### src/rtl/alu_cmd_issuer.sv
// alu_cmd_issuer: issues 4-bit ALU commands, tracks them through a 2-stage
// in-flight pipeline, and queues the registered ALU result in a response FIFO.
// Latency: command accepted at edge k -> result pushed at edge k+2.
// Backpressure: cmd_ready = (fifo_count + in-flight) < DEPTH, from registered state only.
// Ports: clk/reset (async, active-high); cmd_valid/cmd_ready/cmd_op/cmd_a/cmd_b
//   command in; alu_opcode/alu_a/alu_b to ALU, alu_c result back;
//   rsp_valid/rsp_ready/rsp_data/rsp_op/rsp_err response out; err_count.
// Optional macro ALU_CMD_ISSUER_CHECK_EN compiles the result checker
//   (rsp_err, err_count); without it both are tied to 0.
module alu_cmd_issuer #(
   parameter int DEPTH = 4
) (
   input  logic       clk,
   input  logic       reset,
   input  logic       cmd_valid,
   output logic       cmd_ready,
   input  logic [1:0] cmd_op,
   input  logic [3:0] cmd_a,
   input  logic [3:0] cmd_b,
   output logic [1:0] alu_opcode,
   output logic [3:0] alu_a,
   output logic [3:0] alu_b,
   input  logic [4:0] alu_c,
   output logic       rsp_valid,
   input  logic       rsp_ready,
   output logic [4:0] rsp_data,
   output logic [1:0] rsp_op,
   output logic       rsp_err,
   output logic [7:0] err_count
);

   localparam int AW = (DEPTH > 1) ? $clog2(DEPTH) : 1;
   localparam int CW = AW + 1;

   // S1 is the ALU-facing register set itself; S2 trails it by one edge.
   logic [1:0]    alu_opcode_q;
   logic [3:0]    alu_a_q, alu_b_q;
   logic          s1_vld_q, s2_vld_q;
   logic [1:0]    s2_op_q;
   logic [AW-1:0] wr_ptr_q, wr_ptr_d, rd_ptr_q, rd_ptr_d;
   logic [CW-1:0] count_q, count_d;
   logic [CW:0]   occupancy;
   logic          accept, push, pop;

   logic [4:0]    dat_mem [DEPTH];
   logic [1:0]    op_mem  [DEPTH];

   assign occupancy = {1'b0, count_q} + (CW+1)'(s1_vld_q) + (CW+1)'(s2_vld_q);
   assign cmd_ready = occupancy < (CW+1)'(DEPTH);
   assign accept    = cmd_valid & cmd_ready;
   assign push      = s2_vld_q;
   assign rsp_valid = count_q != '0;
   assign pop       = rsp_valid & rsp_ready;

   assign alu_opcode = alu_opcode_q;
   assign alu_a      = alu_a_q;
   assign alu_b      = alu_b_q;

   // Head is forced to zero while empty so reset leaves clean outputs
   // without having to clear the storage array.
   assign rsp_data = rsp_valid ? dat_mem[rd_ptr_q] : '0;
   assign rsp_op   = rsp_valid ? op_mem[rd_ptr_q]  : '0;

   always_comb begin
      wr_ptr_d = wr_ptr_q;
      rd_ptr_d = rd_ptr_q;
      count_d  = count_q;
      if (push) wr_ptr_d = (wr_ptr_q == AW'(DEPTH-1)) ? '0 : wr_ptr_q + 1'b1;
      if (pop)  rd_ptr_d = (rd_ptr_q == AW'(DEPTH-1)) ? '0 : rd_ptr_q + 1'b1;
      case ({push, pop})
         2'b10:   count_d = count_q + 1'b1;
         2'b01:   count_d = count_q - 1'b1;
         default: count_d = count_q;
      endcase
   end

   always_ff @(posedge clk or posedge reset) begin
      if (reset) begin
         alu_opcode_q <= '0;
         alu_a_q      <= '0;
         alu_b_q      <= '0;
         s1_vld_q     <= 1'b0;
         s2_vld_q     <= 1'b0;
         s2_op_q      <= '0;
         wr_ptr_q     <= '0;
         rd_ptr_q     <= '0;
         count_q      <= '0;
      end else begin
         if (accept) begin
            alu_opcode_q <= cmd_op;
            alu_a_q      <= cmd_a;
            alu_b_q      <= cmd_b;
         end
         s1_vld_q <= accept;
         s2_vld_q <= s1_vld_q;
         s2_op_q  <= alu_opcode_q;
         wr_ptr_q <= wr_ptr_d;
         rd_ptr_q <= rd_ptr_d;
         count_q  <= count_d;
      end
   end

   always_ff @(posedge clk) begin
      if (push) begin
         dat_mem[wr_ptr_q] <= alu_c;
         op_mem[wr_ptr_q]  <= s2_op_q;
      end
   end

`ifdef ALU_CMD_ISSUER_CHECK_EN
   logic [3:0] s2_a_q, s2_b_q;
   logic [4:0] sa, sb, exp_c;
   logic       mism;
   logic [7:0] err_cnt_q, err_cnt_d;
   logic       err_mem [DEPTH];

   always_ff @(posedge clk or posedge reset) begin
      if (reset) begin
         s2_a_q    <= '0;
         s2_b_q    <= '0;
         err_cnt_q <= '0;
      end else begin
         s2_a_q    <= alu_a_q;
         s2_b_q    <= alu_b_q;
         err_cnt_q <= err_cnt_d;
      end
   end

   always_comb begin
      sa = {s2_a_q[3], s2_a_q};
      sb = {s2_b_q[3], s2_b_q};
      case (s2_op_q)
         2'b00:   exp_c = sa + sb;
         2'b01:   exp_c = sa - sb;
         2'b10:   exp_c = ~sa;
         default: exp_c = {4'b0000, |s2_b_q};
      endcase
      mism      = alu_c != exp_c;
      err_cnt_d = err_cnt_q;
      if (push && mism && err_cnt_q != 8'hFF) err_cnt_d = err_cnt_q + 1'b1;
   end

   always_ff @(posedge clk) begin
      if (push) err_mem[wr_ptr_q] <= mism;
   end

   assign rsp_err   = rsp_valid ? err_mem[rd_ptr_q] : 1'b0;
   assign err_count = err_cnt_q;
`else
   assign rsp_err   = 1'b0;
   assign err_count = 8'h00;
`endif

endmodule

### config.mk
export PLATFORM = sky130hd
export DESIGN_NAME = alu_cmd_issuer
export DESIGN_NICKNAME = d
export VERILOG_FILES = /design/src/rtl/alu_cmd_issuer.sv
export SDC_FILE = /design/constraint.sdc
export NUM_CORES = 1
export LEC_CHECK = 0
export BUFFER_PORTS_ARGS = -buffer_cell sky130_fd_sc_hd__buf_4
export CAP_MARGIN = 40
export CORE_MARGIN = 10
export CORE_UTILIZATION = 55
export CTS_BUF_LIST = sky130_fd_sc_hd__clkbuf_2 sky130_fd_sc_hd__clkbuf_4 sky130_fd_sc_hd__clkbuf_8
export CTS_CLUSTER_SIZE = 30
export DETAILED_ROUTE_END_ITERATION = 10
export GPL_ROUTABILITY_DRIVEN = 0
export PLACE_DENSITY = 0.88
export SKIP_LAST_GASP = 1
export SLEW_MARGIN = 30
export SYNTH_ARGS = -nofsm -noshare
export SYNTH_HDL_FRONTEND = slang
export SYNTH_SLANG_ARGS = --single-unit
### constraint.sdc
create_clock -name clk -period 2.9 [get_ports clk]
set_clock_uncertainty 0.15 [all_clocks]
set_input_delay 0.145 -clock clk [delete_from_list [all_inputs] [get_ports clk]]
set_output_delay 0.145 -clock clk [all_outputs]
set_load 0.05 [all_outputs]
; Word-level counts from Yosys, hierarchy flattened
; Memories as Yosys holds them, arrays and structs flattened.
; Cells that the tools add are included.
[op_classes]
addsub = 6
order_cmp = 1
eq_ne = 4
muxes = 7
bitwise = 2
reduce_logical = 2
[op_table]
columns = operator, n
row1 = == test 2 bit (second input constant), 3
row2 = two-way mux 2 bit, 3
row3 = one-hot mux 3 bit (2 select lines), 1
row4 = two-way mux 5 bit, 1
row5 = adder 2 x 1 -> 2 bit (second input constant), 2
row6 = adder 3 x 1 -> 4 bit, 1
row7 = adder 4 x 1 -> 4 bit, 1
row8 = less-than comparator 4 x 3 -> 1 bit (second input constant), 1
row9 = adder 3 x 1 -> 3 bit (second input constant), 1
row10 = nonzero test 3 bit, 1
row11 = subtractor 3 x 1 -> 3 bit (second input constant), 1
row12 = bitwise AND 1 bit, 2
row13 = == test 2 x 1 -> 1 bit (second input constant), 1
row14 = two-way mux 1 bit, 2
row15 = nonzero test 2 bit, 1
[totals]
reg_bits = 21
ramBits = 28
inputBits = 19
out_inout_bits = 28
mem_count = 2
[memory_table]
columns = name, depth, width, rd, rd_ports_with_merged_regs, write_ports, line_no
row1 = dat_mem, 4, 5, 1, 0, 1, 45  ; logic [4:0] dat_mem [DEPTH];
row2 = op_mem, 4, 2, 1, 0, 1, 46  ; logic [1:0] op_mem [DEPTH];

; Longest topological paths before layout
; Gate-level depths: netlist of the first run.
[depth]
word_depth = 4
mapped_depth = 9
ltp_nobuf = 8

; Worst setup path after synthesis of the first run
; No wires, ideal clock.
[synth_timing]
path_type = reg-to-reg
start = register count_q[0]
end = register count_q[2]
setup_ns = 0.125
arrival_ns = 1.860
setup_slack_ns = 0.765
path_stages_with_launch = 10
n_path_buf = 1
period_less_slack_ns = 2.135
cell_sequence = dfrtp_1 or3_1 buf_6 and2_4 ha_1 inv_1 fa_1 xor2_1 nor2_1 xor2_1
[synth_between]
elab_chain_cells = 4
[synth_lines]
columns = element, line_no
row1 = from (decl), 41  ; logic [CW-1:0] count_q, count_d;
row2 = from (signal assigned), 99  ; count_q <= count_d;
row3 = nonzero test 3 bit *, 52  ; assign rsp_valid = count_q != '0;
row4 = via rsp_valid, 24  ; output logic rsp_valid,
row5 = bitwise AND 1 bit *, 53  ; assign pop = rsp_valid & rsp_ready;
row6 = via pop, 43  ; logic accept, push, pop;
row7 = == test 2 x 1 -> 1 bit / == test 2 bit (equally long branches), 70  ; case ({push, pop})
row8 = one-hot mux 3 bit (2 select lines) / nonzero test 2 bit (equally long branches), -
; The timed path passes the listed nets; every way through them passes the cells marked *.
; A chain may end at the register's enable or synchronous reset.

; Worst setup path in the final report of the first run
[layout_timing]
start = register rd_ptr_q[0]
end = output rsp_op[0]
[layout_between]
elab_chain_cells = 2
[layout_lines]
columns = element, line_no
row1 = from (decl), 40  ; logic [AW-1:0] wr_ptr_q, wr_ptr_d, rd_ptr_q, rd_ptr_d;
row2 = from (signal assigned), 98  ; rd_ptr_q <= rd_ptr_d;
row3 = memory (4 x 2 bit), -
row4 = two-way mux 2 bit, 62  ; assign rsp_op = rsp_valid ? op_mem[rd_ptr_q] : '0;
row5 = to (decl), 27  ; output logic [1:0] rsp_op,
; No other way between the ends.

==> results of run 1 <==
how the worst min path moves through the flow:
stage                   to  slack, ns
2_1_floorplan     alu_a[0]      -0.03
3_3_place_gp      alu_b[3]       0.17
3_5_place_dp      alu_b[2]       0.19
4_1_cts        rd_ptr_q[1]        0.1
5_1_grt        rd_ptr_q[1]       0.10
6_report       rd_ptr_q[1]       0.11
cells by family after synthesis:
group | Yosys count | share of synthesized area
and+or+nand+nor | 18 | 0.05552
xor gates and xnor gates | 3 | 0.01254
muxes | 20 | 0.1481
buffers and inverters | 20 | 0.06567
AOI/OAI and AO/OA | 5 | 0.01314
other | 1 | 0.001789
DFF | 49 | 0.6519
adders and majority gates | 8 | 0.05134
metal layers:
layer	part of all wire	up-vias	routed length (µm)	global-route usage
met5	0	-	0	0
met4	0.0064	0	25	0.03061
met3	0.11	3	417	0.06114
met2	0.55	44	2154	0.2375
met1	0.34	568	1326	0.1278
li1	-	539	-	-
power breakdown:
group          switching (mW)  internal, mW
Clock                   0.213         0.179
Combinational           0.911         0.589
Sequential              0.179         0.962
Total                    1.30          1.73
critical path, stage by stage, from the launching register on:
cell,delay (ns)
dfrtp_1,0.69
mux4_2,0.59
and2_2,0.21
buf_4,0.18
flip-flops by register name, summed over array words and instances (netlist names):
name        count
s1_vld_q        1
count_q         3
alu_b           4
op_mem          8
push            1
alu_opcode      2
dat_mem        20
alu_a           4
rd_ptr_q        2
wr_ptr_q        2
s2_op_q         2
cell usage after synthesis:
| cell | instances | area, µm² |
|---|---|---|
| buf_2 | 1 | 5.000 |
| nand2_1 | 1 | 3.750 |
| xnor2_1 | 1 | 8.760 |
| nor2_1 | 2 | 7.510 |
| o21ai_0 | 2 | 10.01 |
| buf_4 | 9 | 67.56 |
| a21oi_1 | 2 | 10.01 |
| and2_1 | 4 | 25.02 |
| a21o_1 | 1 | 7.510 |
| mux2_2 | 10 | 112.6 |
| clkbuf_8 | 2 | 27.53 |
| fa_1 | 1 | 20.02 |
| mux4_2 | 7 | 157.7 |
| edfxtp_1 | 28 | 840.8 |
| and2_4 | 1 | 8.760 |
| mux2_4 | 2 | 30.03 |
| and2_2 | 7 | 52.55 |
| ha_1 | 7 | 87.58 |
| xor2_1 | 2 | 17.52 |
| or3_1 | 2 | 12.51 |
| buf_6 | 1 | 11.26 |
| conb_1 | 1 | 3.750 |
| dfrtp_1 | 21 | 525.5 |
| mux2i_1 | 1 | 10.01 |
| inv_1 | 7 | 26.28 |
| nand2b_1 | 1 | 6.260 |
final cells by class:
cell class	instances	area, µm²	area share
Clock buffer	6	76.32	0.02906
Clock inverter	2	15.01	0.005717
Inverter	7	26.28	0.01000
Multi-Input combinational cell	63	621.8	0.2368
Sequential cell	49	1366	0.5202
Tap cell	48	60.06	0.02287
Timing Repair Buffer	55	460.4	0.1753
through the flow:
step / cell area [µm²] / utilization / power (mW)
after floorplan: 2126 / - / 2.267
after global placement: 2360 / 0.6446 / 2.582
after detailed placement: 2360 / 0.6446 / 2.659
after CTS: 2611 / 0.7133 / 3.067
after global routing: 2626 / 0.7174 / 3.217
final: 2626 / 0.7174 / 3.033
what timing repair did:
action | 4_1_cts | 5_1_grt
hold endpoints to repair | 51 | 0
resized for setup | 0 | 0
hold buffers | 16 | 0
==> impl_metrics.tcl, run 1 <==
set metrics [dict create \
    fp.dieH_um 81.73 \
    timing_hold_violations_final 0 \
    worstSkewPairLatency_ns 0.29 \
    fin_tns_setup_ns 0 \
    cts_htree_levels 2 \
    timing.reg2reg.worst_path_depth 8 \
    timing.final.setup_violations 0 \
    hp-start "rsp_ready" \
    post_cts_buffers 0 \
    endpoint "rsp_op[0]" \
    dieArea_um2 6680 \
    sequential_area_share_after_synthesis 0.6519 \
    numCtsBuffers 5 \
    final.min_clock_period_ns 2.265 \
    synth_cells 124 \
    max-slew-margin-rel 0.6384 \
    start_util 0.5725 \
    grt_antenna_before_repair 0 \
    final_layout_size_suffix_gt1_frac 0.4066 \
    vdd.ir_drop.worst_mv 0.7631 \
    ios 47 \
    cts_root_buf "clkbuf_8" \
    layout_nets 208 \
    reg2reg_slack_ns 0.67 \
    yosysUniqueCellTypes 26 \
    grt_max_degree 22 \
    layout.cells.most_common "buf_4" \
    yosysWarningCount 0 \
    die_w_um 81.73 \
    element_type_at_the_critical_path_end "output port" \
    report.final.slew_viol_count 0 \
    first_pass_iters 4 \
    dp_slack_ns 0.6504 \
    clock_sink_count 49 \
    first_iteration_detailed_routing_drc_count 52 \
    crit_arrival_ns 1.97 \
    holdWs_ns 0.1053 \
    placeableCoreArea_um2 3661 \
    unrepaired_setup_endpoints_after_global_routing "no" \
    maxCapViolCount 0 \
    avgSynthCellArea_um2 16.90 \
    layout.cells.most_common_list "buf_4 (38), edfxtp_1 (28), dfrtp_1 (21)" \
    whs_path_depth 3 \
    tritoncts "done" \
    routed_wire_length_per_instance_um 17.06 \
    clockBufferDepth 2 \
    via_count 1154 \
    final.setup.worst_slack_ns 0.6348 \
    worst_slew_pin_tran_ns 0.5423 \
    place.port_buffers 37 \
    drt-total-wl_um 3924 \
    worst-path-max-fanout 10 \
    critical_path_class "reg2out" \
    rr_endpoint "count_q[2]" \
    worst-endpoint-required_ns 2.61 \
    area_growth_syn_to_layout_pct 25.31 \
    post_synth_instance_area_um2 2096 \
    place.detailed.instances 205 \
    n_fill_cell 242 \
    routed_via_density 5.017 \
    post-route-drc-count 0 \
    power.density_cell_area_nw_per_um2 1155 \
    antenna_violating_nets_post_route 0 \
    rows 22 \
    gr-total-overflow 0 \
    status "completed" \
    crit_start "rd_ptr_q[0]" \
    post-dp-hpwl_um 2833 \
    critPathLaunchType "flip-flop" \
    post_layout_nonfiller_instances 230 \
    total_of_flip_flops_plus_latches_after_synthesis 49 \
    cts.reportedPaths.clkPinSlew_ns 0.08 \
    r2r_start "count_q[0]" \
    grt_pass1_vias 1377 \
    clock.fmax_ghz 0.4415 \
    min-delay-path-class "in2reg" \
    p_leak_nw 1.103 \
    grt_pass1_wl_um 6589 \
    layout_worst_path_cycle_share 0.7811 \
    gr_util_all_layers 0.1290 \
    number_of_antenna_cells_inserted 0 \
]
Power figures use the tool's default switching activity.
==> run 2: changes to the inputs <==
clock period = 2.3 ns   (was 2.9 ns; I/O delays follow)
==> run 2 against run 1 <==
Non-clock buffer count rose by 1. Sequential power rose by 26%. Worst hold slack got worse by 0.038 ns. Critical endpoint is now count_q[2]. Design area rose by 1.1%. Sequential cell count did not move. Sequential share of layout area fell by 0.52 points. Combinational power rose by 28%. Setup slack got worse by 0.46 ns. Power rose by 31%. Routed wire length rose by 1.3%. Register-to-register slack got worse by 0.50 ns. Clock power rose by 52%. Largest cell class unchanged.
==> impl_metrics.tcl, run 2 (synthesized netlist as in run 1, its figures left out) <==
set metrics [dict create \
    start_util 0.5725 \
    final_layout_size_suffix_gt1_frac 0.4153 \
    antenna_violating_nets_post_route 0 \
    grt_max_degree 22 \
    power.density_cell_area_nw_per_um2 1493 \
    drt-total-wl_um 3974 \
    area_growth_syn_to_layout_pct 26.69 \
    layout_worst_path_cycle_share 0.9257 \
    timing.final.setup_violations 0 \
    critical_path_class "reg2reg" \
    gr_util_all_layers 0.1299 \
    post_layout_nonfiller_instances 231 \
    worstSkewPairLatency_ns 0.29 \
    rows 22 \
    max_ffs_per_register 20 \
    fin_tns_setup_ns 0 \
    min-delay-path-class "in2reg" \
    reg2reg_slack_ns 0.17 \
    grt_pass1_wl_um 6582 \
    worst-endpoint-required_ns 2.33 \
    footprint_of_the_multi_input_gates_um2 621.8 \
    layout.cells.most_common "buf_4" \
    endpoint "count_q[2]" \
    clock.fmax_ghz 0.4697 \
    clockBufferDepth 2 \
    grt_antenna_before_repair 0 \
    timing.reg2reg.worst_path_depth 8 \
    final.min_clock_period_ns 2.129 \
    place.detailed.instances 206 \
    timing_hold_violations_final 0 \
    reg.largest.list "dat_mem: 20 flops, op_mem: 8 flops" \
    placeableCoreArea_um2 3661 \
    crit_start "count_q[0]" \
    clock_sink_count 49 \
    r2r_start "count_q[0]" \
    cts_htree_levels 2 \
    element_type_at_the_critical_path_end "flip-flop" \
    ios 47 \
    final.setup.worst_slack_ns 0.1710 \
    critPathLaunchType "flip-flop" \
    dieArea_um2 6680 \
    crit_arrival_ns 2.16 \
    first_pass_iters 3 \
    routed_via_density 4.935 \
    gr-total-overflow 0 \
    post_cts_buffers 0 \
    finalCoreUtilization 0.7252 \
    seq_area_um2 1368 \
    largest_register "dat_mem" \
    maxCapViolCount 0 \
    routed_wire_length_per_instance_um 17.20 \
    post-route-drc-count 0 \
    fin_total_pwr_mw 3.965 \
    die_w_um 81.73 \
    report.final.slew_viol_count 0 \
    grt_pass1_vias 1325 \
    number_of_antenna_cells_inserted 0 \
    cts_root_buf "clkbuf_8" \
    dp_slack_ns 0.2066 \
    first_iteration_detailed_routing_drc_count 85 \
    cts.reportedPaths.clkPinSlew_ns 0.08 \
    n_fill_cell 225 \
    rr_endpoint "count_q[2]" \
    p_leak_nw 1.124 \
    post-dp-hpwl_um 2848 \
    place.port_buffers 37 \
    unrepaired_setup_endpoints_after_global_routing "no" \
    fp.dieH_um 81.73 \
    layout_nets 209 \
    via_count 1140 \
    status "completed" \
    worst-path-max-fanout 4 \
    vdd.ir_drop.worst_mv 1.138 \
    numCtsBuffers 5 \
    layout.cells.most_common_list "buf_4 (39), edfxtp_1 (28), dfrtp_1 (20)" \
    tritoncts "done" \
]
## run 2: per-stage QoR
| step | area, µm² | hold slack, ns |
|---|---|---|
| 2_1_floorplan | 2126 | -0.05847 |
| 3_5_place_dp | 2367 | 0.1599 |
| 6_report | 2655 | 0.06700 |
| 3_3_place_gp | 2367 | 0.1391 |
| 5_1_grt | 2655 | 0.05538 |
| 4_1_cts | 2639 | 0.06594 |
## run 2: area by class of cell
class,count,share of cell area
Multi-Input combinational cell,63,0.2342
Inverter,7,0.009896
Clock buffer,6,0.02875
Timing Repair Buffer,56,0.1762
Sequential cell,49,0.5151
Clock inverter,2,0.01320
Tap cell,48,0.02262
## run 2: metal layers
metal,track usage,share of wire,up-vias
met3,0.06769,0.11,4
met4,0.03061,0.0068,0
met2,0.2304,0.52,42
met1,0.1327,0.37,559
met5,0,0,-
li1,-,-,535
## run 2: power breakdown
group          leakage [nW]  internal, mW  switching, mW
logic                 0.562         0.754           1.17
clock network        0.0586         0.334          0.261
registers             0.504          1.22          0.229
total                  1.12          2.30           1.66
## run 2: how the worst min path moves through the flow
stage          slack [ns]          end      start  cells past startpoint
6_report             0.07  rd_ptr_q[1]  rsp_ready                      3
5_1_grt              0.06  rd_ptr_q[1]  rsp_ready                      3
4_1_cts              0.07  rd_ptr_q[1]  rsp_ready                      3
3_5_place_dp         0.16     alu_b[3]      reset                      2
3_3_place_gp         0.14     alu_b[3]      reset                      2
2_1_floorplan       -0.06     alu_a[0]      reset                      1
## run 2: repair_timing
action / in CTS / in global routing
resized for setup: 0 / 1
hold endpoints to repair: 51 / 0
endpoints found under the setup margin: 0 / 7
hold buffers: 16 / 0
## run 2: worst max-delay path, cell delays in order (launching register included)
cell and delay [ns]:
dfrtp_1 0.43, or3_1 0.40, and2_4 0.19, ha_1 0.20, inv_1 0.08, fa_1 0.18
xor2_1 0.17, nor2_1 0.08, xor2_1 0.14
